`config.mk`:
```
export PLATFORM = sky130hd
export DESIGN_NAME = uart_rx
export DESIGN_NICKNAME = d
export VERILOG_FILES = /design/src/rtl/uart_pkg.sv /design/src/rtl/uart_baud_cnt.sv /design/src/rtl/uart_rx.sv
export SDC_FILE = /design/constraint.sdc
export NUM_CORES = 1
export LEC_CHECK = 0
export CORE_MARGIN = 2
export CORE_UTILIZATION = 40
export DETAILED_ROUTE_END_ITERATION = 10
export DONT_BUFFER_PORTS = 1
export MAX_ROUTING_LAYER = met4
export REMOVE_ABC_BUFFERS = 1
export SYNTH_ARGS = -nofsm -noshare
export SYNTH_HDL_FRONTEND = slang
export SYNTH_SLANG_ARGS = --single-unit
```
`constraint.sdc`:
```
create_clock -name clk -period 2.33 [get_ports clk]
set_input_delay 0.466 -clock clk [delete_from_list [all_inputs] [get_ports clk]]
set_output_delay 0.466 -clock clk [all_outputs]
set_load 0.01 [all_outputs]
```
`src/rtl/uart_pkg.sv`:
```
`default_nettype none
// +--------------------------------------------------------------------------+
// | uart_pkg : shared UART constants and FSM state encoding (rx and tx)      |
// | Rev 1.0  : initial release                                               |
// +--------------------------------------------------------------------------+
package uart_pkg;

  localparam int unsigned DATA_BITS       = 8;
  localparam int unsigned DEFAULT_DIVISOR = 868;

  typedef logic [2:0] uart_state_t;

  localparam uart_state_t ST_IDLE   = 3'd0;
  localparam uart_state_t ST_START  = 3'd1;
  localparam uart_state_t ST_DATA   = 3'd2;
  localparam uart_state_t ST_PARITY = 3'd3;
  localparam uart_state_t ST_STOP   = 3'd4;

  // Even parity: the bit that makes the total count of ones even.
  function automatic logic even_parity(input logic [DATA_BITS-1:0] d);
    return ^d;
  endfunction

endpackage
`default_nettype wire

```
`src/rtl/uart_baud_cnt.sv`:
```
`default_nettype none
// +--------------------------------------------------------------------------+
// | uart_baud_cnt : loadable down-counter that parks at zero, with zero flag |
// | Rev 1.0       : initial release                                          |
// +--------------------------------------------------------------------------+
module uart_baud_cnt #(
  parameter int unsigned WIDTH = 16
) (
  input  logic             clk,
  input  logic             reset,
  input  logic             load_i,
  input  logic [WIDTH-1:0] load_val_i,
  output logic             zero_o
);

  logic [WIDTH-1:0] cnt_q, cnt_d;

  always_comb begin
    cnt_d = cnt_q;
    if (load_i) begin
      cnt_d = load_val_i;
    end else if (cnt_q != '0) begin
      cnt_d = cnt_q - 1'b1;
    end
  end

  always_ff @(posedge clk) begin
    if (reset) begin
      cnt_q <= '0;
    end else begin
      cnt_q <= cnt_d;
    end
  end

  assign zero_o = (cnt_q == '0);

endmodule
`default_nettype wire

```
`src/rtl/uart_rx.sv`:
```
`default_nettype none
// +--------------------------------------------------------------------------+
// | uart_rx : 8-bit UART receiver, mid-bit sampling, valid/ready output      |
// |           Define UART_RX_PARITY_EN for an 11-bit frame with even parity. |
// | Rev 1.0 : initial release                                                |
// +--------------------------------------------------------------------------+
module uart_rx
  import uart_pkg::*;
#(
  parameter int unsigned DIVISOR = DEFAULT_DIVISOR
) (
  input  logic       clk,
  input  logic       reset,
  input  logic       rxd,
  output logic [7:0] rx_data,
  output logic       rx_valid,
  input  logic       rx_ready,
  output logic       frame_err,
  output logic       parity_err,
  output logic       overrun
);

  localparam logic [15:0] c_half_load = 16'(DIVISOR / 2 - 1);
  localparam logic [15:0] c_full_load = 16'(DIVISOR - 1);
  localparam logic [2:0]  c_last_bit  = 3'(DATA_BITS - 1);

  logic                 sync1_q, sync2_q, prev_q;
  logic                 rx_s;
  uart_state_t          state_q, state_d;
  logic [2:0]           bit_cnt_q, bit_cnt_d;
  logic [DATA_BITS-1:0] shift_q, shift_d;
  logic [DATA_BITS-1:0] data_q, data_d;
  logic                 valid_q, valid_d;
  logic                 ferr_q, ferr_d;
  logic                 ovr_q, ovr_d;
  logic                 cnt_load;
  logic [15:0]          cnt_load_val;
  logic                 cnt_zero;
  logic                 stop_evt, load_evt;
`ifdef UART_RX_PARITY_EN
  logic                 perr_pend_q, perr_pend_d;
  logic                 perr_q, perr_d;
`endif

  // Previous synchronized level gives the falling-edge detector; a held-low
  // line (break) therefore cannot retrigger until it has gone high again.
  always_ff @(posedge clk) begin
    if (reset) begin
      sync1_q <= 1'b1;
      sync2_q <= 1'b1;
      prev_q  <= 1'b1;
    end else begin
      sync1_q <= rxd;
      sync2_q <= sync1_q;
      prev_q  <= sync2_q;
    end
  end

  assign rx_s = sync2_q;

  uart_baud_cnt #(
    .WIDTH(16)
  ) u_baud_cnt (
    .clk       (clk),
    .reset     (reset),
    .load_i    (cnt_load),
    .load_val_i(cnt_load_val),
    .zero_o    (cnt_zero)
  );

  always_comb begin
    state_d      = state_q;
    bit_cnt_d    = bit_cnt_q;
    shift_d      = shift_q;
    data_d       = data_q;
    valid_d      = valid_q;
    ferr_d       = ferr_q;
    ovr_d        = ovr_q;
    cnt_load     = 1'b0;
    cnt_load_val = c_full_load;
    stop_evt     = 1'b0;
    load_evt     = 1'b0;
`ifdef UART_RX_PARITY_EN
    perr_pend_d  = perr_pend_q;
    perr_d       = perr_q;
`endif

    case (state_q)
      ST_IDLE: begin
        if (prev_q && !rx_s) begin
          state_d      = ST_START;
          cnt_load     = 1'b1;
          cnt_load_val = c_half_load;
        end
      end
      ST_START: begin
        if (cnt_zero) begin
          if (rx_s) begin
            state_d = ST_IDLE;
          end else begin
            state_d   = ST_DATA;
            cnt_load  = 1'b1;
            bit_cnt_d = 3'd0;
          end
        end
      end
      ST_DATA: begin
        if (cnt_zero) begin
          shift_d  = {rx_s, shift_q[DATA_BITS-1:1]};
          cnt_load = 1'b1;
          if (bit_cnt_q == c_last_bit) begin
`ifdef UART_RX_PARITY_EN
            state_d = ST_PARITY;
`else
            state_d = ST_STOP;
`endif
          end else begin
            bit_cnt_d = bit_cnt_q + 3'd1;
          end
        end
      end
`ifdef UART_RX_PARITY_EN
      ST_PARITY: begin
        if (cnt_zero) begin
          perr_pend_d = rx_s ^ even_parity(shift_q);
          cnt_load    = 1'b1;
          state_d     = ST_STOP;
        end
      end
`endif
      ST_STOP: begin
        if (cnt_zero) begin
          stop_evt = 1'b1;
          state_d  = ST_IDLE;
        end
      end
      default: state_d = ST_IDLE;
    endcase

    // A byte arriving while the held one is still unconsumed is dropped.
    load_evt = stop_evt && (!valid_q || rx_ready);
    if (valid_q && rx_ready) begin
      valid_d = 1'b0;
    end
    if (load_evt) begin
      valid_d = 1'b1;
      data_d  = shift_q;
      ferr_d  = ~rx_s;
`ifdef UART_RX_PARITY_EN
      perr_d  = perr_pend_q;
`endif
    end
    if (stop_evt && valid_q && !rx_ready) begin
      ovr_d = 1'b1;
    end
  end

  always_ff @(posedge clk) begin
    if (reset) begin
      state_q   <= ST_IDLE;
      bit_cnt_q <= 3'd0;
      shift_q   <= '0;
      data_q    <= '0;
      valid_q   <= 1'b0;
      ferr_q    <= 1'b0;
      ovr_q     <= 1'b0;
    end else begin
      state_q   <= state_d;
      bit_cnt_q <= bit_cnt_d;
      shift_q   <= shift_d;
      data_q    <= data_d;
      valid_q   <= valid_d;
      ferr_q    <= ferr_d;
      ovr_q     <= ovr_d;
    end
  end

`ifdef UART_RX_PARITY_EN
  always_ff @(posedge clk) begin
    if (reset) begin
      perr_pend_q <= 1'b0;
      perr_q      <= 1'b0;
    end else begin
      perr_pend_q <= perr_pend_d;
      perr_q      <= perr_d;
    end
  end

  assign parity_err = perr_q;
`else
  assign parity_err = 1'b0;
`endif

  assign rx_data   = data_q;
  assign rx_valid  = valid_q;
  assign frame_err = ferr_q;
  assign overrun   = ovr_q;

endmodule
`default_nettype wire

```
After elaboration in Yosys (flattened, before gate mapping)
Index checks and enable logic that the tools add are counted.
- bitwise operators: 1
- reductions and logical operators: 18
- shift operators: 0
- divide/modulo/power cells: 0
- equal/unequal tests: 11
- multiply operators: 0
- $lt $le $gt $ge: 0
- $add $sub $neg: 2
- mux-type cells: 24
- operator list (kind ; count):
    16-bit two-way mux ; 2
    3-bit two-way mux ; 9
    10-bit two-way mux ; 2
    16-bit logical NOT ; 1
    16-bit nonzero test ; 1
    16-bit by 1-bit subtractor with 16-bit output, second input constant ; 1
    2-bit inequality test, second input constant ; 7
    3-bit one-hot mux with 4 select lines ; 1
    5-bit AND reduction ; 2
    1-bit two-way mux ; 7
    3-bit == test, second input constant ; 2
    3-bit one-hot mux with 2 select lines ; 1
    2-bit nonzero test ; 3
    1-bit logical AND ; 5
    3-bit by 1-bit adder with 3-bit output, second input constant ; 1
    3-bit by 1-bit == test with 1-bit output, second input constant ; 1
    3-bit by 2-bit == test with 1-bit output, second input constant ; 1
    1-bit logical NOT ; 3
    3-bit logical NOT ; 1
    1-bit one-hot mux with 3 select lines ; 1
    2-bit two-way mux ; 1
    2-bit AND reduction ; 1
    1-bit logical OR ; 1
    1-bit inverter ; 1
- output and inout bits: 12
- RAM bits: 0
- memories kept: 0
- latch bits: 0
- word-level logic and storage cells: 67
- bits of input ports: 4
- memory bits (read-only): 0
- register bits: 44

Logic depth before layout (Yosys ltp)
- depth after elaboration: 5
- depth in mapped cells: 9
- depth with buffers taken out: 7

Hierarchy
Synthesis repeated with hierarchy kept, for this count alone.
- cell total of the unflattened synthesis: 245
- area, all modules: 2160.8 µm²
- modules (own cells, without submodules) (module ; cells each ; area an instance (µm²) ; seq. area each (µm²) ; instances):
    uart_rx ; 129 ; 1196.1 ; 560.5 ; 1
    uart_baud_cnt ; 116 ; 964.7 ; 320.3 ; 1

Least setup slack after synthesis
No wires, ideal clock.
- path kind: register -> register
- start point: register u_baud_cnt.cnt_q[0]
- end point: register data_q[7] (netlist: rx_data[7])
- slack: 0.536 ns
- data required time: 2.202 ns
- path buffers: 2
- stages on the path, launching flop included: 10
- arrival: 1.667 ns
- setup time: 0.128 ns
- clock period less this slack: 1.794 ns
- cells stage by stage: dfxtp_1 -> inv_1 -> ha_1 -> nor4b_2 -> nand4_1 -> buf_6 -> nor3_2 -> buf_6 -> mux2i_1 -> nor2_1
- longest elaborated chain between the ends: 4
- RTL lines (what ; line ; RTL):
    start, declared ; uart_baud_cnt.sv:16 ; logic [WIDTH-1:0] cnt_q, cnt_d;
    start signal, assigned ; uart_baud_cnt.sv:31 ; cnt_q <= cnt_d;
    16-bit logical NOT ; uart_baud_cnt.sv:35 ; assign zero_o = (cnt_q == '0);
    1-bit two-way mux ; uart_rx.sv:132 ; if (cnt_zero) begin
    1-bit two-way mux ; uart_rx.sv:88 ; case (state_q)
    1-bit logical AND ; uart_rx.sv:141 ; load_evt = stop_evt && (!valid_q || rx_ready);
    end signal, assigned ; uart_rx.sv:171 ; data_q <= data_d;
    end, declared ; uart_rx.sv:32 ; logic [DATA_BITS-1:0] data_q, data_d;
Every way passes these cells.
A chain may end at the register's enable or synchronous reset.

Worst setup path in the final report
- start point: register u_baud_cnt.cnt_q[0]
- end point: register u_baud_cnt.cnt_q[3]
- longest elaborated chain between the ends: 4
- elaborated cells between the ends (all ways): 9
- classes of those cells: add/sub (1); mux (5); reduce/logical (3)
- RTL lines (what):
    branches (longest 4 deep; another with 16-bit by 1-bit subtractor with 16-bit output)
Several ways; the timed one is not identified. The select of a mux whose other input is x is not followed.

==> out/qor.txt <==
max-cap viol count = 0
Final Non-Filler Cells = 275
most frequent cells in the layout = dfxtp_1 (44), nor2_1 (32), nand2_1 (30)
HP Class = in2reg
pwr dens = 1260 nW/um2
Placed Cells = 267
fin area = 2120 um2
largest stage delay on the critical path = 0.36 ns
drt wl/cell = 13.3 um
Setup CP Type = reg2reg
first-pass GRT wire length = 6.02 mm
Layout area overhead = 9.48%
RSZ-0062 raised after global routing = false
fin util = 45.3%
Syn Area/Cell = 8.94 um2
Starting Density = 41.4%
Die X = 73.7 um
most common cell after layout, fill and taps aside = dfxtp_1
Final #Nets = 228
GP Congestion = 0.789
Tot GR Track Use = 15.0%
Synth Area in Adders = 2.58%
vias in the first global route = 1309
Simple-Gate Fraction of Synth Area = 26.8%
PortBufs = 0
I/O Pins = 16
share of the synthesized area in the top cell type = 45.4%
initial antenna violation count = 0
mapped cell area = 1940 um2
R2R Path Start = u_baud_cnt.cnt_q[0]$_SDFFE_PP0P_
Critical Path RT = 2.52 ns
CP Launch Point = u_baud_cnt.cnt_q[0]$_SDFFE_PP0P_
sw frac = 35.5%
Netlist cell types = 44
ant diodes = 0
clk buf depth = 2
flop2flop setup slack = 0.29 ns
Clock Skew = 0.00838 ns
Post-CTS Setup Inserts = 0
Combinational Power Share = 37.8%
cell taking the most area after synthesis = dfxtp_1
Synth Area in Compound Gates = 10.6%
gr ovfl total = 0
DRC viols = 0
final hold violation count = 0
Leak = 0.000759 uW
Core Region = 4690 um2
Max VDD drop = 0.451 mV
fmax = 489 MHz
clk sink count = 44
final wirelength = 3.65 mm
Final min period = 2.04 ns
vias after detailed routing = 1446
CP max stage cell = dfxtp_1
CP Launch Type = flip-flop
Psw = 951 uW
Setup-failing EPs final = 0
DR iter-0 viols = 35
Reg power frac = 39.7%
Via-to-Cell Ratio = 5.26
register bit total from synthesis = 44
CTS tree = built
Fin Setup TNS = 0 ns
CP cell instances = inv_1, ha_1, nor4b_2, nand4_1, buf_12, a211o_1, nand2_1, nor2_1
post-CTS sizing = 0
synth top area cells = dfxtp_1 (45%), mux2i_1 (6.7%), nor2_1 (6.2%)
Seq/Total Area, Yosys = 45.4%
num rows = 25
Syn Inst Count = 217
CP Data Arrival Time = 2.23 ns
pin count of the biggest net entering global routing = 37
layout cells sized above 1 = 11.8%
Design Power = 2680 uW
Die Area = 5420 um2
Final period util = 87.7%
crit end category = flip-flop
main combinational cell family by area after synthesis = simple AND/OR/NAND/NOR gates
Final ANT Viol Nets = 0
Syn. warnings = 0
clk slew on worst S/H paths = 0.09 ns
final slew viol count = 0
part of the power in the clock network = 22.5%
DRT Pass-1 Iters = 5
worst-path fanout max = 20
H-tree depth = 2
CTS Hold Bufs = 0
clk_lat worst skew = 0.30 ns
critical hold path startpoint = reset
Worst Tran Pin Value = 0.674 ns
Num CTS Buffers = 5
Detailed Place HPWL = 2.47 mm
Root Driver = clkbuf_8
Power Internal = 1720 uW
die height = 73.7 um
worst relative slew slack = 54.6%
mux contribution to synthesized area = 6.71%
Placed Area = 2010 um2
outcome = complete, no violations
Post-Synth XOR/XNOR Area = 4.51%
[power groups by stage]
| stage | clock, uW | combinational, uW | sequential (uW) |
|---|---|---|---|
| global placement | 0 | 1010 | 1080 |
| global route | 646 | 1130 | 1080 |
| floorplan | 0 | 734 | 1040 |
| finish | 602 | 1010 | 1060 |
| detailed placement | 0 | 1000 | 1080 |
| CTS | 620 | 1010 | 1060 |
[sequential cells by signal (all words and copies together) (netlist names)]
register / count
overrun: 1
rx_data: 8
frame_err: 1
rx_s: 1
sync1_q: 1
state_q: 3
u_baud_cnt.cnt_q: 16
bit_cnt_q: 3
prev_q: 1
shift_q: 8
rx_valid: 1
[cells in the mapped netlist, drive strengths merged]
cell	count
dfxtp	44
nor2	32
nand2	30
a21oi	17
mux2i	13
xnor2	8
clkbuf	7
nand3	6
ha	4
nor3	4
nor4	4
a31oi	3
and3	3
buf	3
nand2b	3
o21ai	3
or2	3
a22oi	2
and2	2
inv	2
nand3b	2
nor2b	2
nor3b	2
o41ai	2
or3	2
xor2	2
a211o	1
a211oi	1
a21boi	1
conb	1
nand4	1
nor4b	1
o2111ai	1
o211ai	1
o2bb2ai	1
or3b	1
or4	1
or4b	1
[worst max-delay path, delay by kind of cell (launching register included)]
kind / cells / cell delay [ns]
AO/OA/AOI/OAI: 1 / 0.33
adder cells (fa/ha/maj): 1 / 0.15
flip-flops: 1 / 0.36
buffers and inverters: 2 / 0.30
AND/OR/NAND/NOR: 4 / 0.79
[final cells by class]
class	count	area, um2
clock buffer	5	68.8
fill	476	2570
tap	54	67.6
multi-input combinational	161	996
sequential	44	881
inverter	2	7.51
timing repair buffer	6	57.6
clock inverter	3	46.3
[final timing paths]
check                                     end  cells after the start
min reg2reg                   rx_s$_SDFF_PP1_                      1
min                   shift_q[3]$_SDFFE_PP0P_                      1
max reg2reg  u_baud_cnt.cnt_q[3]$_SDFFE_PP0P_                      8
max          u_baud_cnt.cnt_q[3]$_SDFFE_PP0P_                      8
[per-stage QoR]
step,setup WS [ns],hold WS (ns)
2_1_floorplan,-0.242,0.389
3_3_place_gp,0.349,0.395
3_5_place_dp,0.268,0.401
4_1_cts,0.253,0.213
5_1_grt,0.0660,0.198
6_report,0.287,0.223
[logic make-up (layout without fill, tap and decap cells)]
| group | after synthesis | in the layout |
|---|---|---|
| adders and majority gates | 4 | 4 |
| and+or+nand+nor | 100 | 100 |
| buffers and inverters | 12 | 16 |
| DFF | 44 | 44 |
| AOI/OAI and AO/OA | 33 | 33 |
| other | 1 | 1 |
| xor gates and xnor gates | 10 | 10 |
| muxes | 13 | 13 |
[metal layers]
layer	vias to the layer above	global-route usage [%]	share of wire [%]
met3	2	5.76	4.7
met4	0	4.24	0.60
met1	673	18.8	50
li1	747	-	-
met2	24	22.4	45
met5	-	-	0
No activity file was read; power rests on OpenSTA's default activity.
